===== config.mk =====
export PLATFORM = sky130hd
export DESIGN_NAME = if_id_buffer
export DESIGN_NICKNAME = d
export VERILOG_FILES = /design/src/rtl/if_id_buffer.sv
export SDC_FILE = /design/constraint.sdc
export NUM_CORES = 1
export LEC_CHECK = 0
export BUFFER_PORTS_ARGS = -buffer_cell sky130_fd_sc_hd__buf_2
export CORE_MARGIN = 1
export CORE_UTILIZATION = 55
export CTS_CLUSTER_DIAMETER = 50
export DETAILED_ROUTE_END_ITERATION = 6
export PLACE_DENSITY = 0.92
export SYNTH_ARGS = -nofsm -noshare
export SYNTH_HDL_FRONTEND = slang
export SYNTH_SLANG_ARGS = --single-unit

===== constraint.sdc =====
create_clock -name clk -period 14.13 [get_ports clk]
set_clock_uncertainty 0.15 [all_clocks]
set_input_delay 0 -clock clk [delete_from_list [all_inputs] [get_ports clk]]
set_output_delay 0 -clock clk [all_outputs]
set_load 0.005 [all_outputs]

===== src/rtl/if_id_buffer.sv =====
// Two-entry in-order skid FIFO between fetch and decode, carrying {PC, Instr, ExcCode, BD}.
// Optional build macro IF_ID_EXC_NOP_EN: entries with a nonzero ExcCode store a nop as Instr.
module if_id_buffer (
    input  logic        clk,
    input  logic        reset,
    input  logic        in_valid,
    output logic        in_ready,
    input  logic [31:0] in_PC,
    input  logic [31:0] in_Instr,
    input  logic [4:0]  in_ExcCode,
    input  logic        in_BD,
    input  logic        flush,
    output logic        out_valid,
    input  logic        out_ready,
    output logic [31:0] out_PC,
    output logic [31:0] out_Instr,
    output logic [4:0]  out_ExcCode,
    output logic        out_BD,
    output logic [1:0]  count
);

    logic [31:0] mem_pc    [2];
    logic [31:0] mem_instr [2];
    logic [4:0]  mem_exc   [2];
    logic        mem_bd    [2];

    logic        rd_ptr;
    logic        wr_ptr;
    logic        push;
    logic        pop;
    logic [31:0] wr_instr;

    assign in_ready  = (count != 2'd2);
    assign out_valid = (count != 2'd0);
    assign push      = in_valid && in_ready;
    assign pop       = out_valid && out_ready;

`ifdef IF_ID_EXC_NOP_EN
    assign wr_instr = (in_ExcCode != 5'd0) ? 32'h0000_0000 : in_Instr;
`else
    assign wr_instr = in_Instr;
`endif

    // Occupancy is tracked by count, so equal pointers never need disambiguating.
    always_ff @(posedge clk or posedge reset) begin
        if (reset) begin
            count  <= 2'd0;
            rd_ptr <= 1'b0;
            wr_ptr <= 1'b0;
        end else if (flush) begin
            count  <= 2'd0;
            rd_ptr <= 1'b0;
            wr_ptr <= 1'b0;
        end else begin
            if (push) wr_ptr <= ~wr_ptr;
            if (pop)  rd_ptr <= ~rd_ptr;
            case ({push, pop})
                2'b10:   count <= count + 2'd1;
                2'b01:   count <= count - 2'd1;
                default: count <= count;
            endcase
        end
    end

    // Payload needs no reset: outputs are masked while empty.
    always_ff @(posedge clk) begin
        if (push && !flush && !reset) begin
            mem_pc[wr_ptr]    <= in_PC;
            mem_instr[wr_ptr] <= wr_instr;
            mem_exc[wr_ptr]   <= in_ExcCode;
            mem_bd[wr_ptr]    <= in_BD;
        end
    end

    always_comb begin
        out_PC      = 32'd0;
        out_Instr   = 32'd0;
        out_ExcCode = 5'd0;
        out_BD      = 1'b0;
        if (out_valid) begin
            out_PC      = mem_pc[rd_ptr];
            out_Instr   = mem_instr[rd_ptr];
            out_ExcCode = mem_exc[rd_ptr];
            out_BD      = mem_bd[rd_ptr];
        end
    end

endmodule

Yosys cells after proc, flatten, opt, wreduce, memory -nomap -nowiden
Memories as Yosys holds them, arrays and structs flattened.
Index checks and enable logic that the tools add are counted.
Cells by class
  add/subtract/negate cells: 2
  equality and inequality tests: 3
  mux-type cells: 12
  bitwise gates (word level): 2
  reductions and logical operators: 10
Operators with widths (count)
  two-way mux 32 bit: 2
  two-way mux 1 bit: 7
  nonzero test 2 bit: 3
  two-way mux 5 bit: 1
  logical AND 1 bit: 4
  case mux 2 bit (2 select lines): 1
  nonzero test 3 bit: 1
  adder 2 x 1 -> 2 bit, second input constant: 1
  equality test 2 x 1 -> 1 bit, second input constant: 1
  equality test 2 bit, second input constant: 1
  logical NOT 1 bit: 2
  two-way mux 2 bit: 1
  != test 2 bit, second input constant: 1
  inverter 1 bit: 2
  subtractor 2 x 1 -> 2 bit, second input constant: 1
Storage, ports and cells
  register bits after elaboration: 4
  memory bits (writable): 140
  input port bits: 75
  output and inout port bits: 74
  logic and storage cells: 36
  memories: 4
Memories
  mem_instr: words 2, bits a word 32, rd ports 1, clocked after Yosys merged registers in 0, wr ports 1, line 23  | logic [31:0] mem_instr [2];
  mem_pc: words 2, bits a word 32, rd ports 1, clocked after Yosys merged registers in 0, wr ports 1, line 22  | logic [31:0] mem_pc [2];
  mem_exc: words 2, bits a word 5, rd ports 1, clocked after Yosys merged registers in 0, wr ports 1, line 24  | logic [4:0] mem_exc [2];
  mem_bd: words 2, bits a word 1, rd ports 1, clocked after Yosys merged registers in 0, wr ports 1, line 25  | logic mem_bd [2];

Depth between registers and ports, before layout
  depth after elaboration: 6
  gate-level depth with buffers: 4
  mapped depth without buffers: 4

Worst setup path before layout
OpenSTA, ideal clock, no wires.
  path kind: reg2reg
  start point: reg count[1]
  end point: mem mem_bd[1] (enable)
  setup time: 0.699 ns
  arrival time: 7.986 ns
  data required time: 13.281 ns
  slack: 5.296 ns
  stages on the path, launching flop included: 5
  clock period less this slack: 8.834 ns
  path through: dfrtp_1 -> nor2b_1 -> inv_2 -> nand2_1 -> nor4b_1
Between the ends
  cells in the longest elaborated chain, start to end: 6
RTL lines
  start: declaration: line 19  | output logic [1:0] count
  start signal: assignment: line 58  | 2'b10: count <= count + 2'd1;
  start signal: assignment: line 59  | 2'b01: count <= count - 2'd1;
  start signal: assignment: line 60  | default: count <= count;
  != test 2 bit: line 33  | assign in_ready = (count != 2'd2);
  via in_ready: line 7  | output logic in_ready,
  logical AND 1 bit: line 35  | assign push = in_valid && in_ready;
  logical AND 1 bit (2 in a row): line 67  | if (push && !flush && !reset) begin
  two-way mux 1 bit: line 67
  two-way mux 1 bit (not written as such): line 71  | mem_bd[wr_ptr] <= in_BD;
  end: declaration: line 25
The timed path passes the listed nets, and every way through them passes these cells.

Final worst setup path
  start point: reg rd_ptr
  end point: out out_PC[10]
Between the ends
  cells in the longest elaborated chain, start to end: 2
RTL lines
  start: declaration: line 27  | logic rd_ptr;
  start signal: assignment: line 56  | if (pop) rd_ptr <= ~rd_ptr;
  memory (2 x 32 bit)
  two-way mux 32 bit: line 80  | if (out_valid) begin
  end: declaration: line 15  | output logic [31:0] out_PC,
No other way between the ends.

==> flow_summary.json <==
{
  "yosysUniqueCellTypes": 23,
  "synth_cells": 323,
  "drv_cap": 0,
  "ioPinCount": 149,
  "synth_most_common_cell": "edfxtp_1",
  "drc": 0,
  "p_per_area_mw_per_mm2": 133,
  "cts_buffers": 17,
  "synth_area_mm2": 0.00551,
  "timing_hold_violations_final": 0,
  "synth_edf_count": 140,
  "ctsResizeCount": 0,
  "grt_pass1_wl_um": 17800,
  "synth-seq-cells": 144,
  "synth_top_area_share_pct": 76.4,
  "hp-class": "input port to flip-flop",
  "syn_to_final_growth_pct": 40.5,
  "die_h_um": 102,
  "async_reset_ff_share_pct": 2.78,
  "synth_common_cells": "edfxtp_1, mux2i_1, nor2_1",
  "synth_fp_nets": 398,
  "cts-root-buf": "clkbuf_8",
  "cp-start-kind": "flip-flop",
  "ys.flop_type": "edfxtp_1",
  "worst_pin_slew_ns": 0.925,
  "yosysWarningCount": 0,
  "grt_start_max_net_pins": 71,
  "worstPathMaxFanout": 39,
  "chipWidth_um": 102,
  "cp-end-kind": "primary output",
  "dp_cells": 594,
  "reg2reg_to": "mem_instr[1][7]",
  "drt_iter0_drc": 138,
  "path_class": "flip-flop to primary output",
  "reg2reg_slack_ns": 11.71,
  "routed_wl_um": 11900,
  "seq_area_frac_synth_pct": 78.2,
  "total_leakage_power_nw": 2.99,
  "grt_pass1_vias": 3699,
  "r2r_cells": 5,
  "hold_depth": 2,
  "fmax_mhz": 372,
  "die_area_mm2": 0.0104,
  "grt_overflow": 0,
  "yosysTopAreaCell": "edfxtp_1",
  "synth.area.top_cells": "edfxtp_1, mux2i_1, nor2_1, dfrtp_1, buf_4",
  "cts_tree": "built",
  "cts_buffer_depth": 2,
  "drtPass1Iterations": 4,
  "maxSlewHeadroom_pct": 38.3,
  "std_cell_rows": 36,
  "rsz0062_at_grt": "no",
  "grt.total_usage_pct": 24.0,
  "worstSkewPairLatency_ns": 0.52,
  "wl_per_cell_um": 17.0,
  "dp_hpwl_um": 6190,
  "core_area_mm2": 0.00973,
  "clk_pin_slew_ns": 0.06,
  "htreeDepth": 4,
  "fin_crit_sh_pct": 19.0,
  "synth_area_per_cell_um2": 17.0,
  "numPortBuffers": 148,
  "ant_nets": 0,
  "finalSetupViolations": 0,
  "vias": 3557,
  "num-nets-final": 631,
  "status": "completed",
  "tns_ns": 0,
  "cts_sinks": 144,
  "utilization_pct": 79.5,
  "critPathArrivalTime_ns": 2.54,
  "start_util_pct": 56.6,
  "ir_worst_vdd_mv": 0.0854,
  "r2r-start": "count[1]",
  "min_period_ns": 2.69,
  "drive_gt1_share_pct": 32.9,
  "gp_congestion": 0.853,
  "antenna_found_initial": 1,
  "slew_viol_final": 0,
  "min-delay-start": "in_PC[0]",
  "avgViaCountPerCell": 5.06,
  "fin_cells": 703,
  "worstHoldEndpoint": "mem_pc[1][0]",
  "crit_required_ns": 13.98
}
==> repair_timing <==
| action | 4_1_cts | 5_1_grt |
|---|---|---|
| endpoints found under the hold margin | 175 | 0 |
| hold buffers | 76 | 0 |
| setup endpoints to repair | 0 | 0 |
| buffers inserted | 0 | 0 |
==> critical path, stage by stage, from the launching register on <==
cell and delay, ns:
dfrtp_4 0.80, buf_4 0.66, mux2i_1 0.33, nor2_1 0.06, buf_2 0.14
==> layer usage <==
| metal | GRT usage (%) | up-vias | wire length (µm) |
|---|---|---|---|
| met4 | 11.5 | 0 | 225 |
| met1 | 26.3 | 1738 | 4610 |
| met5 | 0 | - | 0 |
| met2 | 42.7 | 125 | 6520 |
| met3 | 6.91 | 22 | 562 |
| li1 | - | 1672 | - |
==> cells by family after synthesis <==
logic type             synth area share [%]
flip-flops                             78.2
AO/OA/AOI/OAI                         0.886
buffers and inverters                  1.95
AND/OR/NAND/NOR                        5.91
XOR/XNOR                              0.159
multiplexers                           12.9
==> where the power goes <==
| part | switching [mW] | leakage [nW] | internal (mW) | total [mW] |
|---|---|---|---|---|
| sequential | 0.00755 | 1.32 | 0.480 | 0.487 |
| combinational | 0.0455 | 1.38 | 0.0489 | 0.0943 |
| clock | 0.163 | 0.284 | 0.285 | 0.448 |
==> registers in the layout, summed over array words and instances, names as in the netlist <==
| register | count |
|---|---|
| mem_instr | 64 |
| mem_pc | 64 |
| mem_exc | 10 |
| count | 2 |
| mem_bd | 2 |
| rd_ptr | 1 |
| wr_ptr | 1 |
==> how the worst max path moves through the flow <==
stage	startpoint	to	slack, ns
finish	rd_ptr	out_PC[10]	11.44
global route	rd_ptr	out_PC[10]	11.29
CTS	rd_ptr	out_PC[10]	11.42
detailed placement	count[1]	mem_instr[1][28]	11.72
global placement	count[1]	mem_instr[1][30]	11.82
floorplan	count[1]	mem_bd[1]	5.30
==> metrics by stage <==
step           hold WS [ns]  cell area (µm²)  power (mW)  setup WS, ns
2_1_floorplan        -0.384             5510       0.538          5.30
3_3_place_gp         -0.233             6380       0.568         11.82
3_5_place_dp         -0.224             6380       0.572         11.72
4_1_cts              0.0243             7730        1.03         11.42
5_1_grt              0.0331             7730        1.06         11.29
6_report             0.0435             7730        1.03         11.44
==> cell type report <==
class                      instances  area (µm²)
sequential                       144        4310
fill                             521        2000
timing repair buffer             229        1540
multi-input combinational        160        1110
clock buffer                      20         425
clock inverter                    12         166
tap                              133         166
inverter                           4        15.0
antenna                            1        2.50
==> layout by cell type, fill, tap and decap left out, types with 3 or more instances in the layout <==
master	instances
a21oi_1	3
buf_2	148
buf_4	5
bufinv_16	4
clkbuf_1	3
clkbuf_16	16
clkinv_2	3
dfrtp_1	3
dlygate4sd3_1	76
edfxtp_1	140
inv_1	3
mux2i_1	71
nor2_1	71
Power figures use the tool's default switching activity.
